===== config.mk =====
export PLATFORM = sky130hd
export DESIGN_NAME = float_sub_pipe_flat
export DESIGN_NICKNAME = d
export VERILOG_FILES = /design/src/rtl/float_sub_pipe_if.sv /design/src/rtl/float_sub_pipe.sv /design/src/flat_wrapper.sv
export SDC_FILE = /design/constraint.sdc
export NUM_CORES = 1
export LEC_CHECK = 0
export ABC_CLOCK_PERIOD_IN_PS = 5700
export CAP_MARGIN = 20
export CORE_ASPECT_RATIO = 0.5
export CORE_MARGIN = 2
export CORE_UTILIZATION = 47
export CTS_BUF_LIST = sky130_fd_sc_hd__clkbuf_8 sky130_fd_sc_hd__clkbuf_16
export DETAILED_ROUTE_END_ITERATION = 16
export GPL_ROUTABILITY_DRIVEN = 0
export PLACE_DENSITY = 0.66
export SYNTH_ARGS = -nofsm -noshare
export SYNTH_HDL_FRONTEND = slang
export SYNTH_SLANG_ARGS = --single-unit

===== constraint.sdc =====
create_clock -name clock -period 5.7 [get_ports clock]
set_clock_uncertainty 0.2 [all_clocks]
set_input_delay 0.855 -clock clock [delete_from_list [all_inputs] [get_ports clock]]
set_output_delay 0.855 -clock clock [all_outputs]
set_load 0.005 [all_outputs]

===== src/rtl/float_sub_pipe_if.sv =====
// Handshake bundle for float_sub_pipe: operand input channel and result output channel.
interface float_sub_pipe_if #(
  parameter int unsigned EXP_W = 5,
  parameter int unsigned MAN_W = 10
);
  localparam int unsigned WORD_W = 1 + EXP_W + MAN_W;

  logic              in_valid;
  logic              in_ready;
  logic [WORD_W-1:0] a;
  logic [WORD_W-1:0] b;
  logic              call_fRNG;
  logic              out_valid;
  logic              out_ready;
  logic [WORD_W-1:0] data_out;

  modport master (
    output in_valid, a, b, call_fRNG, out_ready,
    input  in_ready, out_valid, data_out
  );

  modport slave (
    input  in_valid, a, b, call_fRNG, out_ready,
    output in_ready, out_valid, data_out
  );
endinterface


===== src/rtl/float_sub_pipe.sv =====
// Three-stage floating-point subtractor (a - b) with flush-to-zero, truncation and
// an optional LFSR-sourced subtrahend; one global stall driven by output backpressure.
module float_sub_pipe #(
  parameter int unsigned EXP_W     = 5,
  parameter int unsigned MAN_W     = 10,
  parameter logic [31:0] LFSR_SEED = 32'hACE1_2468
) (
  input logic            clock,
  input logic            reset,
  float_sub_pipe_if.slave bus
);
  localparam int unsigned WORD_W = 1 + EXP_W + MAN_W;
  localparam int unsigned MANT_W = MAN_W + 4;            // hidden + mantissa + 3 guard
  localparam int unsigned SUM_W  = MANT_W + 1;
  localparam int unsigned LZ_W   = $clog2(MANT_W) + 1;
  localparam int unsigned XE_W   = EXP_W + LZ_W + 1;
  localparam logic [EXP_W-1:0]  EXP_ONES = '1;
  localparam logic [WORD_W-1:0] QNAN     = {1'b0, EXP_ONES, 1'b1, {(MAN_W-1){1'b0}}};

  logic              w_stall;
  logic              w_accept;
  logic [31:0]       r_lfsr;
  logic [31:0]       w_lfsr_next;
  logic [WORD_W-1:0] w_b;

  logic              w_sa, w_sb, w_a_nan, w_b_nan, w_a_inf, w_b_inf, w_special;
  logic [EXP_W-1:0]  w_ea, w_eb, w_exp1, w_diff;
  logic [MANT_W-1:0] w_ma, w_mb, w_ma_al, w_mb_al;
  logic [WORD_W-1:0] w_spec_word;

  logic              r_v1, r_s1_sa, r_s1_sb, r_s1_special;
  logic [EXP_W-1:0]  r_s1_exp;
  logic [MANT_W-1:0] r_s1_ma, r_s1_mb;
  logic [WORD_W-1:0] r_s1_word;

  logic              w_sign2;
  logic [SUM_W-1:0]  w_sum;

  logic              r_v2, r_s2_sign, r_s2_special;
  logic [EXP_W-1:0]  r_s2_exp;
  logic [SUM_W-1:0]  r_s2_sum;
  logic [WORD_W-1:0] r_s2_word;

  logic [LZ_W-1:0]   w_lzc;
  logic [XE_W-1:0]   w_e3;
  logic [MANT_W-1:0] w_mant3;
  logic [WORD_W-1:0] w_result;
  logic              w_unused;

  logic              r_out_valid;
  logic [WORD_W-1:0] r_data_out;

  assign w_stall       = r_out_valid && !bus.out_ready;
  assign w_accept      = bus.in_valid && !w_stall;
  assign bus.in_ready  = !w_stall;
  assign bus.out_valid = r_out_valid;
  assign bus.data_out  = r_data_out;

  // Galois step for x^32+x^22+x^2+x+1, shifting toward bit 0
  assign w_lfsr_next = {1'b0, r_lfsr[31:1]} ^ (r_lfsr[0] ? 32'h8020_0003 : 32'h0);
  assign w_b         = bus.call_fRNG ? r_lfsr[WORD_W-1:0] : bus.b;

  // S1: unpack, classify, align
  always_comb begin
    w_sa    = bus.a[WORD_W-1];
    w_ea    = bus.a[WORD_W-2:MAN_W];
    w_sb    = ~w_b[WORD_W-1];
    w_eb    = w_b[WORD_W-2:MAN_W];
    w_a_nan = (w_ea == EXP_ONES) && (bus.a[MAN_W-1:0] != '0);
    w_b_nan = (w_eb == EXP_ONES) && (w_b[MAN_W-1:0] != '0);
    w_a_inf = (w_ea == EXP_ONES) && (bus.a[MAN_W-1:0] == '0);
    w_b_inf = (w_eb == EXP_ONES) && (w_b[MAN_W-1:0] == '0);
    w_ma    = (w_ea == '0) ? '0 : {1'b1, bus.a[MAN_W-1:0], 3'b000};
    w_mb    = (w_eb == '0) ? '0 : {1'b1, w_b[MAN_W-1:0], 3'b000};

    if (w_ea >= w_eb) begin
      w_exp1  = w_ea;
      w_diff  = w_ea - w_eb;
      w_ma_al = w_ma;
      w_mb_al = (32'(w_diff) >= MANT_W) ? '0 : (w_mb >> w_diff);
    end else begin
      w_exp1  = w_eb;
      w_diff  = w_eb - w_ea;
      w_mb_al = w_mb;
      w_ma_al = (32'(w_diff) >= MANT_W) ? '0 : (w_ma >> w_diff);
    end

    w_special   = 1'b1;
    w_spec_word = QNAN;
    if (w_a_nan || w_b_nan)     w_spec_word = QNAN;
    else if (w_a_inf && w_b_inf) w_spec_word = (w_sa != w_sb) ? QNAN : {w_sa, EXP_ONES, {MAN_W{1'b0}}};
    else if (w_a_inf)           w_spec_word = {w_sa, EXP_ONES, {MAN_W{1'b0}}};
    else if (w_b_inf)           w_spec_word = {w_sb, EXP_ONES, {MAN_W{1'b0}}};
    else                        w_special   = 1'b0;
  end

  // S2: signed-magnitude add; the larger magnitude sets the sign on subtraction
  always_comb begin
    w_sum   = '0;
    w_sign2 = r_s1_sa;
    if (r_s1_sa == r_s1_sb) begin
      w_sum = {1'b0, r_s1_ma} + {1'b0, r_s1_mb};
    end else if (r_s1_ma >= r_s1_mb) begin
      w_sum = {1'b0, r_s1_ma} - {1'b0, r_s1_mb};
    end else begin
      w_sum   = {1'b0, r_s1_mb} - {1'b0, r_s1_ma};
      w_sign2 = r_s1_sb;
    end
  end

  // S3: normalise, range-check, pack
  always_comb begin
    w_lzc = '0;
    for (int unsigned i = 0; i < MANT_W; i++) begin
      if (r_s2_sum[i]) w_lzc = LZ_W'(MANT_W - 1 - i);
    end

    if (r_s2_sum[SUM_W-1]) begin
      w_e3    = XE_W'(r_s2_exp) + XE_W'(1);
      w_mant3 = r_s2_sum[SUM_W-1:1];
    end else begin
      w_e3    = XE_W'(r_s2_exp) - XE_W'(w_lzc);
      w_mant3 = r_s2_sum[MANT_W-1:0] << w_lzc;
    end

    if (r_s2_special)                    w_result = r_s2_word;
    else if (r_s2_sum == '0)             w_result = '0;
    else if (w_e3[XE_W-1] || w_e3 == '0) w_result = {r_s2_sign, {(WORD_W-1){1'b0}}};
    else if (w_e3 >= XE_W'(EXP_ONES))    w_result = {r_s2_sign, EXP_ONES, {MAN_W{1'b0}}};
    else                                 w_result = {r_s2_sign, w_e3[EXP_W-1:0], w_mant3[MANT_W-2:3]};
  end

  assign w_unused = ^{w_mant3[MANT_W-1], w_mant3[2:0]};

  always_ff @(posedge clock) begin
    if (reset) begin
      r_lfsr      <= LFSR_SEED;
      r_v1        <= 1'b0;
      r_v2        <= 1'b0;
      r_out_valid <= 1'b0;
      r_data_out  <= '0;
    end else if (!w_stall) begin
      if (w_accept) r_lfsr <= w_lfsr_next;
      r_v1        <= bus.in_valid;
      r_v2        <= r_v1;
      r_out_valid <= r_v2;
      if (r_v2) r_data_out <= w_result;
    end
  end

  always_ff @(posedge clock) begin
    if (!w_stall) begin
      if (w_accept) begin
        r_s1_sa      <= w_sa;
        r_s1_sb      <= w_sb;
        r_s1_exp     <= w_exp1;
        r_s1_ma      <= w_ma_al;
        r_s1_mb      <= w_mb_al;
        r_s1_special <= w_special;
        r_s1_word    <= w_spec_word;
      end
      if (r_v1) begin
        r_s2_sign    <= w_sign2;
        r_s2_exp     <= r_s1_exp;
        r_s2_sum     <= w_sum;
        r_s2_special <= r_s1_special;
        r_s2_word    <= r_s1_word;
      end
    end
  end
endmodule

===== src/flat_wrapper.sv =====
// flat-port wrapper written by rule: the top's interface ports become plain ports
module float_sub_pipe_flat 
#(
  parameter int unsigned EXP_W     = 5,
  parameter int unsigned MAN_W     = 10,
  parameter logic [31:0] LFSR_SEED = 32'hACE1_2468
)
  (clock, reset, bus_in_valid, bus_a, bus_b, bus_call_fRNG, bus_out_ready, bus_in_ready, bus_out_valid, bus_data_out);
  float_sub_pipe_if #(.EXP_W(EXP_W), .MAN_W(MAN_W)) bus_i ();
  input logic clock;
  input logic reset;
  input wire logic [$bits(bus_i.in_valid)-1:0] bus_in_valid;
  input wire logic [$bits(bus_i.a)-1:0] bus_a;
  input wire logic [$bits(bus_i.b)-1:0] bus_b;
  input wire logic [$bits(bus_i.call_fRNG)-1:0] bus_call_fRNG;
  input wire logic [$bits(bus_i.out_ready)-1:0] bus_out_ready;
  output wire logic [$bits(bus_i.in_ready)-1:0] bus_in_ready;
  output wire logic [$bits(bus_i.out_valid)-1:0] bus_out_valid;
  output wire logic [$bits(bus_i.data_out)-1:0] bus_data_out;
  assign bus_i.in_valid = bus_in_valid;
  assign bus_i.a = bus_a;
  assign bus_i.b = bus_b;
  assign bus_i.call_fRNG = bus_call_fRNG;
  assign bus_i.out_ready = bus_out_ready;
  assign bus_in_ready = bus_i.in_ready;
  assign bus_out_valid = bus_i.out_valid;
  assign bus_data_out = bus_i.data_out;
  float_sub_pipe #(.EXP_W(EXP_W), .MAN_W(MAN_W), .LFSR_SEED(LFSR_SEED)) u_core (.clock(clock), .reset(reset), .bus(bus_i));
endmodule

==> results of run 1 <==
==> critical path: stages, from the launching register on <==
cell and delay, ns:
edfxtp_1 0.48, nand2b_1 0.20, a21oi_1 0.16, o21bai_1 0.10
a211oi_1 0.35, o21ai_2 0.32, inv_1 0.14, ha_1 0.17
inv_1 0.06, fa_1 0.40, a21o_1 0.17, a211oi_1 0.28
nand2b_1 0.18, o21a_1 0.16, o32ai_2 0.13, nand4bb_1 0.30
nor3_2 0.59, nand2b_1 0.23, o21ai_0 0.21
==> layer usage <==
layer,part of all wire,global-route usage,up-vias
li1,-,-,3892
met1,0.49,0.341,3711
met2,0.43,0.363,292
met3,0.070,0.0428,23
met4,0.0096,0.0526,0
met5,0,0,-
==> layout by cell type (no fill, tap or decap), types with 8 or more instances in the layout <==
| master | count |
|---|---|
| a211oi_1 | 14 |
| a21o_1 | 13 |
| a21oi_1 | 79 |
| a31oi_1 | 18 |
| buf_4 | 15 |
| clkbuf_16 | 20 |
| clkdlybuf4s50_1 | 54 |
| dfxtp_1 | 51 |
| edfxtp_1 | 62 |
| ha_1 | 57 |
| inv_1 | 70 |
| mux2i_1 | 45 |
| mux4_2 | 8 |
| nand2_1 | 160 |
| nand2b_1 | 12 |
| nand3_1 | 20 |
| nand3b_1 | 16 |
| nand4_1 | 13 |
| nor2_1 | 89 |
| nor2b_1 | 9 |
| nor3_1 | 28 |
| nor4_1 | 8 |
| o21ai_0 | 61 |
| o21ai_1 | 8 |
| o22ai_1 | 11 |
| xnor2_1 | 19 |
| xor2_1 | 10 |
==> synth_stat cells, types with 11 or more instances <==
cell type    n  area share
nand2_1    160       0.068
nor2_1      89       0.038
a21oi_1     79       0.045
inv_1       69       0.029
edfxtp_1    62        0.21
o21ai_0     61       0.034
ha_1        57       0.080
dfxtp_1     51        0.12
mux2i_1     45       0.051
clkbuf_1    41       0.017
nor3_1      28       0.016
nand3_1     20       0.011
xnor2_1     19       0.019
a31oi_1     18       0.013
nand3b_1    16       0.014
a211oi_1    14       0.012
buf_2       14      0.0079
a21o_1      13       0.011
nand4_1     13      0.0092
nand2b_1    12      0.0085
o22ai_1     11      0.0078
==> metrics by stage <==
step	instances	util	cell area [um2]	hold WS, ns	power (W)
floorplan	1068	-	8860	0.200	0.00196
global placement	1331	0.517	9530	0.204	0.00223
detailed placement	1331	0.517	9530	0.206	0.00225
CTS	1363	0.550	10100	0.213	0.00333
global route	1367	0.552	10200	0.228	0.00353
finish	1367	0.552	10200	0.212	0.00335
==> logic make-up after synthesis <==
family / Yosys count
and+or+nand+nor: 383
muxes: 60
xor gates and xnor gates: 29
DFF: 113
buffers and inverters: 135
AOI/OAI and AO/OA: 285
adders and majority gates: 63
==> sequential cells by signal, indices dropped and copies added (netlist names), 2 cells and up <==
name                 count
u_core.bus.data_out     16
u_core.r_lfsr           32
u_core.r_s1_exp          5
u_core.r_s1_ma          14
u_core.r_s1_mb          14
u_core.r_s1_word         2
u_core.r_s2_exp          5
u_core.r_s2_sum         15
u_core.r_s2_word         2
==> worst max path at each step <==
stage | slack (ns) | to | startpoint | cells after the start
floorplan | 1.65 | u_core.bus.data_out[1]$_SDFFE_PP0P_ | u_core.r_s2_sum[1]$_DFFE_PP_ | 20
global placement | 1.00 | u_core.bus.data_out[0]$_SDFFE_PP0P_ | u_core.r_s2_sum[1]$_DFFE_PP_ | 18
detailed placement | 0.92 | u_core.bus.data_out[0]$_SDFFE_PP0P_ | u_core.r_s2_sum[1]$_DFFE_PP_ | 18
CTS | 0.82 | u_core.bus.data_out[0]$_SDFFE_PP0P_ | u_core.r_s2_sum[1]$_DFFE_PP_ | 18
global route | 0.37 | u_core.bus.data_out[0]$_SDFFE_PP0P_ | u_core.r_s2_sum[1]$_DFFE_PP_ | 18
finish | 0.78 | u_core.bus.data_out[0]$_SDFFE_PP0P_ | u_core.r_s2_sum[1]$_DFFE_PP_ | 18
==> cell type report <==
class	instances	area (um2)	area share
clock inverters	12	103	0.0101
clock buffers	20	500	0.0491
inverters	73	274	0.0269
well taps	259	324	0.0318
multi-input cells	820	5420	0.532
flip-flops and latches	113	2880	0.283
repair buffers	70	681	0.0668
==> where the power goes <==
part | switching [W] | internal, W
Sequential | 0.0000865 | 0.000969
Clock | 0.000400 | 0.000677
Combinational | 0.000734 | 0.000486
Total | 0.00122 | 0.00213
==> qor.yml, run 1 <==
die_h_um: 101
netlist_instances: 1068
finalHoldViolCount: 0
syn_avg_cell_area_um2: 8.30
leakage_nw: 4.08
vias: 7918
rsz0062_at_grt: "no"
synth-simple-area-share: 0.201
yosysSeqAreaShare: 0.325
synth_compound_area_frac: 0.208
min_to: "u_core.r_s2_exp[4]$_DFFE_PP_"
hold_depth: 0
yosys-mux-area-fraction: 0.0800
ys_types: 82
rows: 35
setup_viol: 0
cp-start-kind: "flip-flop"
fin_nets: 1195
crit_path_end_kind: "flip-flop"
synth_edf_count: 62
dp_hpwl_um: 17100
yosys_warnings: 0
timing.slew.headroom: 0.289
drive_gt1_frac: 0.0785
layout_worst_path_cycle_share: 0.863
dieArea_um2: 20000
hold_start: "u_core.r_s1_exp[4]$_DFFE_PP_"
fin_crit_ns: 4.92
r2r_start: "u_core.r_s2_sum[1]$_DFFE_PP_"
vdd_drop_max_v: 0.000238
die_w_um: 198
cts.sinks: 113
ioPinCount: 55
hold_class: "flip-flop to flip-flop"
path_max_fanout: 16
antenna_found_initial: 0
core_area_um2: 18400
clkLatencyLatePin_ns: 0.41
required_ns: 5.83
clockRootBuffer: "clkbuf_16"
synth_xor_area_frac: 0.0287
ant_nets: 0
max_freq_ghz: 0.203
cts_buffers: 17
drt_pass1_iterations: 6
reg2reg_slack_ns: 0.78
start_util: 0.481
cts_tree: "built"
post_cts_buffers: 0
finalWirelength_um: 23100
cts.clk_slew.worst_paths_ns: 0.06
tightest_slew_ns: 1.06
finalSetupTns_ns: 0
async_reset_ff_frac: 0
worstPathArrival_ns: 5.05
powerDensity_nw_per_um2: 329
cts_hold_buffers: 0
maxCapViolations: 0
dpl_worst_slack_ns: 0.921
worstSetupPathType: "flip-flop to flip-flop"
maxSlewViolCount: 0
wl_per_cell_um: 16.9
drc: 0
areaGrowthSynthToFinish_pct: 14.9
setup_ws_ns: 0.781
fill_cells: 1695
ys_seq_elements: 113
synth_ff_type: "edfxtp_1"
worst_r2r_endpoint: "u_core.bus.data_out[0]$_SDFFE_PP0P_"
port_buffers: 54
netlist_area_um2: 8860
grt-ovfl-total: 0
synth_top_family_by_area: "compound AO/OA/AOI/OAI gates"
grt_pass1_vias: 7206
cts_resized: 0
cts_max_level: 4
antenna_cells: 0
syn_nets: 1168
drt-vias-per-instance: 5.79
reg2reg_depth: 18
grt_max_degree: 45
cts.path.max_buffers: 2
drtIter0Drc: 832
grt_pass1_wl_um: 37200
synth_fa_ha_area_frac: 0.0940
status: "complete, no violations"
grtUsageTotal: 0.234
Power figures use the tool's default switching activity.
==> run 2: changes to the inputs <==
- GPL_ROUTABILITY_DRIVEN: 0 -> unset
==> qor.yml, run 2 (same netlist as run 1, synthesis figures left out) <==
worstPathArrival_ns: 5.02
r2r_start: "u_core.r_s2_sum[1]$_DFFE_PP_"
gp_congestion: 0.969
drt_pass1_iterations: 6
drt-vias-per-instance: 5.86
hold_class: "flip-flop to flip-flop"
dpl_worst_slack_ns: 0.938
final_common_cell: "nand2_1"
regArea_um2: 2880
required_ns: 5.85
areaGrowthSynthToFinish_pct: 15.3
reg2reg_depth: 18
worst_r2r_endpoint: "u_core.bus.data_out[0]$_SDFFE_PP0P_"
post_cts_buffers: 0
cp-start-kind: "flip-flop"
layout_worst_path_cycle_share: 0.855
max_freq_ghz: 0.205
layout_common_cells: "160 x nand2_1, 89 x nor2_1, 79 x a21oi_1, 68 x inv_1, 62 x edfxtp_1"
finalHoldViolCount: 0
vias: 8011
status: "complete, no violations"
finalWirelength_um: 23700
tightest_slew_ns: 1.04
antenna_found_initial: 0
hold_start: "u_core.r_s1_word[15]$_SDFFCE_PP0P_"
finalSetupTns_ns: 0
reg2reg_slack_ns: 0.82
rsz0062_at_grt: "no"
core_area_um2: 18400
maxCapViolations: 0
ant_nets: 0
holdWs_ns: 0.223
grt_max_degree: 45
grt_pass1_vias: 7376
fin_cells: 1367
dp_hpwl_um: 17700
start_util: 0.481
maxSlewViolCount: 0
worstSetupPathType: "flip-flop to flip-flop"
setup_viol: 0
place_inst: 1333
drive_gt1_frac: 0.0803
antenna_cells: 0
hold_depth: 0
drc: 0
leakage_nw: 4.09
cts_max_level: 4
cts.sinks: 113
grt_pass1_wl_um: 38300
wl_per_cell_um: 17.3
cts_resized: 0
die_w_um: 198
fin_crit_ns: 4.88
cts_buffers: 17
drtIter0Drc: 820
fin_nets: 1195
largest_register_ffs: 32
clkLatencyLatePin_ns: 0.42
powerDensity_nw_per_um2: 336
grt-ovfl-total: 0
cts.clk_slew.worst_paths_ns: 0.06
clockRootBuffer: "clkbuf_16"
port_buffers: 54
multi_input_area_um2: 5420
crit_path_end_kind: "flip-flop"
cts_tree: "built"
timing.slew.headroom: 0.302
setup_ws_ns: 0.824
die_h_um: 101
cts.path.max_buffers: 2
vdd_drop_max_v: 0.000230
grtUsageTotal: 0.242
cts_hold_buffers: 0
path_max_fanout: 16
dieArea_um2: 20000
dpl_cell_area_um2: 9550
min_to: "u_core.r_s2_word[15]$_DFFE_PP_"
rows: 35
fill_cells: 1690
ioPinCount: 55
fin_area_um2: 10200
largest-register: "u_core.r_lfsr"
==> run 2: cell type report <==
type / count / area share
multi-input cells: 820 / 0.530
flip-flops and latches: 113 / 0.282
repair buffers: 70 / 0.0666
clock buffers: 19 / 0.0465
well taps: 259 / 0.0317
inverters: 73 / 0.0268
clock inverters: 13 / 0.0158
==> run 2: critical path: stages, from the launching register on <==
cell,delay [ns]
edfxtp_1,0.48
nand2b_1,0.19
a21oi_1,0.14
o21bai_1,0.10
a211oi_1,0.34
o21ai_2,0.32
inv_1,0.15
ha_1,0.17
inv_1,0.06
fa_1,0.40
a21o_1,0.18
a211oi_1,0.26
nand2b_1,0.20
o21a_1,0.16
o32ai_2,0.13
nand4bb_1,0.30
nor3_2,0.60
nand2b_1,0.23
o21ai_0,0.19
==> run 2: where the power goes <==
group	switching, W	total, W	internal (W)
Sequential	0.0000886	0.00106	0.000969
Combinational	0.000737	0.00122	0.000484
Clock	0.000438	0.00115	0.000713
==> run 2: metal layers <==
| metal | global-route usage | vias up | share of wire |
|---|---|---|---|
| li1 | - | 3885 | - |
| met1 | 0.352 | 3751 | 0.48 |
| met2 | 0.361 | 336 | 0.43 |
| met3 | 0.0529 | 39 | 0.073 |
| met4 | 0.0706 | 0 | 0.017 |
| met5 | 0 | - | 0 |
==> run 2: worst max path at each step <==
| stage | start | to | slack [ns] |
|---|---|---|---|
| global route | u_core.r_s2_sum[1]$_DFFE_PP_ | u_core.bus.data_out[0]$_SDFFE_PP0P_ | 0.43 |
| finish | u_core.r_s2_sum[1]$_DFFE_PP_ | u_core.bus.data_out[0]$_SDFFE_PP0P_ | 0.82 |
| floorplan | u_core.r_s2_sum[1]$_DFFE_PP_ | u_core.bus.data_out[1]$_SDFFE_PP0P_ | 1.65 |
| global placement | u_core.r_s2_sum[1]$_DFFE_PP_ | u_core.bus.data_out[0]$_SDFFE_PP0P_ | 1.03 |
| CTS | u_core.r_s2_sum[1]$_DFFE_PP_ | u_core.bus.data_out[0]$_SDFFE_PP0P_ | 0.90 |
| detailed placement | u_core.r_s2_sum[1]$_DFFE_PP_ | u_core.bus.data_out[0]$_SDFFE_PP0P_ | 0.94 |
==> run 2: metrics by stage <==
| step | power, W | utilization |
|---|---|---|
| final | 0.00343 | 0.554 |
| after CTS | 0.00342 | 0.552 |
| after floorplan | 0.00196 | - |
| after global routing | 0.00362 | 0.554 |
| after global placement | 0.00224 | 0.518 |
| after detailed placement | 0.00226 | 0.518 |
==> variant: new RTL, settings of run 2 <==
Make the reset (`reset`) asynchronous in one clocked block.
--- a/src/rtl/float_sub_pipe.sv
+++ b/src/rtl/float_sub_pipe.sv
@@ -133,5 +133,5 @@
   assign w_unused = ^{w_mant3[MANT_W-1], w_mant3[2:0]};
 
-  always_ff @(posedge clock) begin
+  always_ff @(posedge clock or posedge reset) begin
     if (reset) begin
       r_lfsr      <= LFSR_SEED;
Formal check against the unedited RTL: differs if reset is asserted again (counterexample within 4 cycles, from zero or initial values and one cycle with reset high); with reset held inactive, the same outputs for 4 cycles.
==> variant against run 2 <==
  * Final cell count is 6.2% lower
  * Worst setup slack improved by 0.34 ns
  * Area after synthesis grew 1.2%
  * Design area grew 0.49%
  * Wire length fell by 5.0%
  * Count of clock-buffer cells in the layout shrank 1
  * Global-route usage is 0.91 points lower
  * Synthesized cell count shrank 8.2%
  * Sequential cell count unchanged
  * Core utilization is 0.12 points lower
  * Critical path type unchanged
  * Highest routed layer unchanged
Power is not compared: it rests on default switching activity, and its combinational part moved more than twofold at a synthesized area within 25%.
==> variant: results (changes against run 2) <==
Clocking
  – Number of gates resized after cts: 0 (unchanged)
  – CTS buffer count: 17 (unchanged)
  – Post-CTS setup buffer count: 0 (unchanged)
  – Longest Clk Path Bufs: 2 (unchanged)
  – CTS H-tree lvls: 4 (unchanged)
  – Root Buffer Master: clkbuf_16 (unchanged)
  – Worst-skew pair later-pin latency: 0.42 ns (about the same)
  – Clock Pin Slew Worst Setup and Hold Paths: 0.06 ns (about the same)

Final layout
  – # fillers: 1677 (was 1690)
  – Biggest register: u_core.r_lfsr (unchanged)
  – Share of cells above drive strength 1: 0.1202 (was 0.08032)
  – Max reg flops: 32 (unchanged)
  – # diodes: 0 (unchanged)

Critical path
  – Worst Reg-to-Reg Cells: 12 (was 18)
  – Crit path max fanout: 13 (was 16)
  – WP data arrival: 4.64 ns (was 5.02 ns)

Synthesis
  – Synth top cells by count: nand2_1, nor2_1, a21oi_1 (unchanged)
  – Post-synth ARST share: 0.4513 (was 0)
  – Sequential fraction of the synthesis area: 0.3517 (was 0.3252)
  – Largest cells by area after synthesis: edfxtp_1, dfrtp_1, ha_1 (was edfxtp_1, dfxtp_1, ha_1)
  – Top-count cell post-synth: nand2_1 (unchanged)
  – Yosys cell types: 88 (was 82)
  – Synth Net Count: 1080 (was 1168)
  – Syn. warnings: 0 (unchanged)
  – Count of flip-flops with a built-in enable after synthesis: 62 (unchanged)

Min path
  – Hold path cells: 0 (unchanged)
  – HP Class: register to register (unchanged)

Placement
  – Hpwl dp: 17.45 mm (was 17.70 mm)
  – Pre-CTS setup slack: 0.9125 ns (was 0.9382 ns)
  – # port buffers: 54 (unchanged)
  – Final Wtd Congestion: 0.9597 (was 0.9688)

Power
  – Leakage power: 4.283 nW
  – Peak VDD IR: 0.3030 mV
  – Switching Share: 0.4453

Routing
  – Routed wl met2: 9.572 mm (was 10.07 mm)
  – Met3 WL: 1.515 mm (was 1.735 mm)
  – M1 WL: 11.22 mm (was 11.47 mm)
  – Vias per cell: 5.880 (was 5.860)
  – Top layer in use: met4 (unchanged)
  – DRT Pass-1 Iters: 5 (was 6)
  – Initial drt markers: 533 (was 820)
  – DRT Wirelength: 22.48 mm (was 23.68 mm)

Status
  – Outcome: finished, final reports clean (unchanged)

GRT
  – GRT Overall Usage: 0.2329 (was 0.2420)
  – Largest net degree at the start of global routing: 52 (was 45)
  – Via count of the first global-routing pass: 7034 (was 7376)
  – Initial antenna violation count: 1 (was 0)
  – Global-route wire length before repair: 36.92 mm (was 38.30 mm)

STA
  – Measured slew at the worst slew-check pin: 1.013 ns (was 1.040 ns)
variant: cell count changes after synthesis, moves of 5 or more:
cell | run 2 | this run
a21o_1 | 13 | 19
clkbuf_1 | 41 | 32
dfrtp_1 | 0 | 38
dfstp_2 | 0 | 13
dfxtp_1 | 51 | 0
mux2_2 | 7 | 34
mux2i_1 | 45 | 40
nand2_1 | 160 | 102
nand2b_1 | 12 | 6
nand3b_1 | 16 | 2
nor2_1 | 89 | 78
nor2b_1 | 9 | 3
nor3_1 | 28 | 21
o21ai_0 | 61 | 50
variant: area by class of cell:
cell class	count	area [um2]	area share
clock buffers	18	450.4	0.04386
well taps	259	324.1	0.03156
inverters	74	277.8	0.02705
flip-flops and latches	113	3154	0.3072
repair buffers	63	620.6	0.06044
clock inverters	14	130.1	0.01267
multi-input cells	741	5311	0.5172
variant: power groups by stage:
stage	clock, mW	combinational, mW	sequential [mW]
floorplan	0	2.41	1.46
detailed placement	0	3.09	1.58
global route	1.10	3.49	1.62
global placement	0	3.06	1.56
finish	1.03	3.16	1.57
CTS	1.05	3.10	1.57
variant: critical path: stages, from the launching register on:
cell and delay [ns]:
edfxtp_1 0.56, nor4_1 0.61, and2_1 0.41, clkinv_1 0.30, ha_1 0.40, a21o_1 0.19, a211o_1 0.31, a21o_1 0.22
a211o_1 0.29, mux2i_1 0.13, and4bb_1 0.34, a31o_1 0.27, a41o_1 0.19
variant: per-stage QoR:
step / instance area (um2) / util / cells
after global placement: 9661 / 0.5203 / 1248
after detailed placement: 9661 / 0.5203 / 1248
final: 10270 / 0.5530 / 1282
after CTS: 10240 / 0.5516 / 1280
after global routing: 10270 / 0.5530 / 1282
after floorplan: 8970 / - / 980
variant: kinds of logic after synthesis:
group | after synthesis | share of synthesized area
and+or+nand+nor | 278 | 0.1438
buffers and inverters | 126 | 0.05705
adders and majority gates | 63 | 0.09290
AOI/OAI and AO/OA | 290 | 0.2198
DFF | 113 | 0.3517
xor gates and xnor gates | 28 | 0.02734
muxes | 82 | 0.1074
variant: worst paths after layout:
path	end	slack, ns	start
worst max-delay path	u_core.bus.data_out[9]	1.17	u_core.r_s2_sum[13]
worst min-delay path	u_core.r_s2_exp[3]	0.22	u_core.r_s1_exp[3]
worst max register to register	u_core.bus.data_out[9]	1.17	u_core.r_s2_sum[13]
worst min register to register	u_core.r_s2_exp[3]	0.22	u_core.r_s1_exp[3]
max in group asynchronous	u_core.r_lfsr[13]	4.31	reset
min in group asynchronous	u_core.r_lfsr[20]	0.44	reset
variant: layer usage:
metal / vias up / GRT usage
li1: 3658 / -
met1: 3606 / 0.3491
met2: 255 / 0.3425
met3: 19 / 0.05128
met4: 0 / 0.05185
met5: - / 0
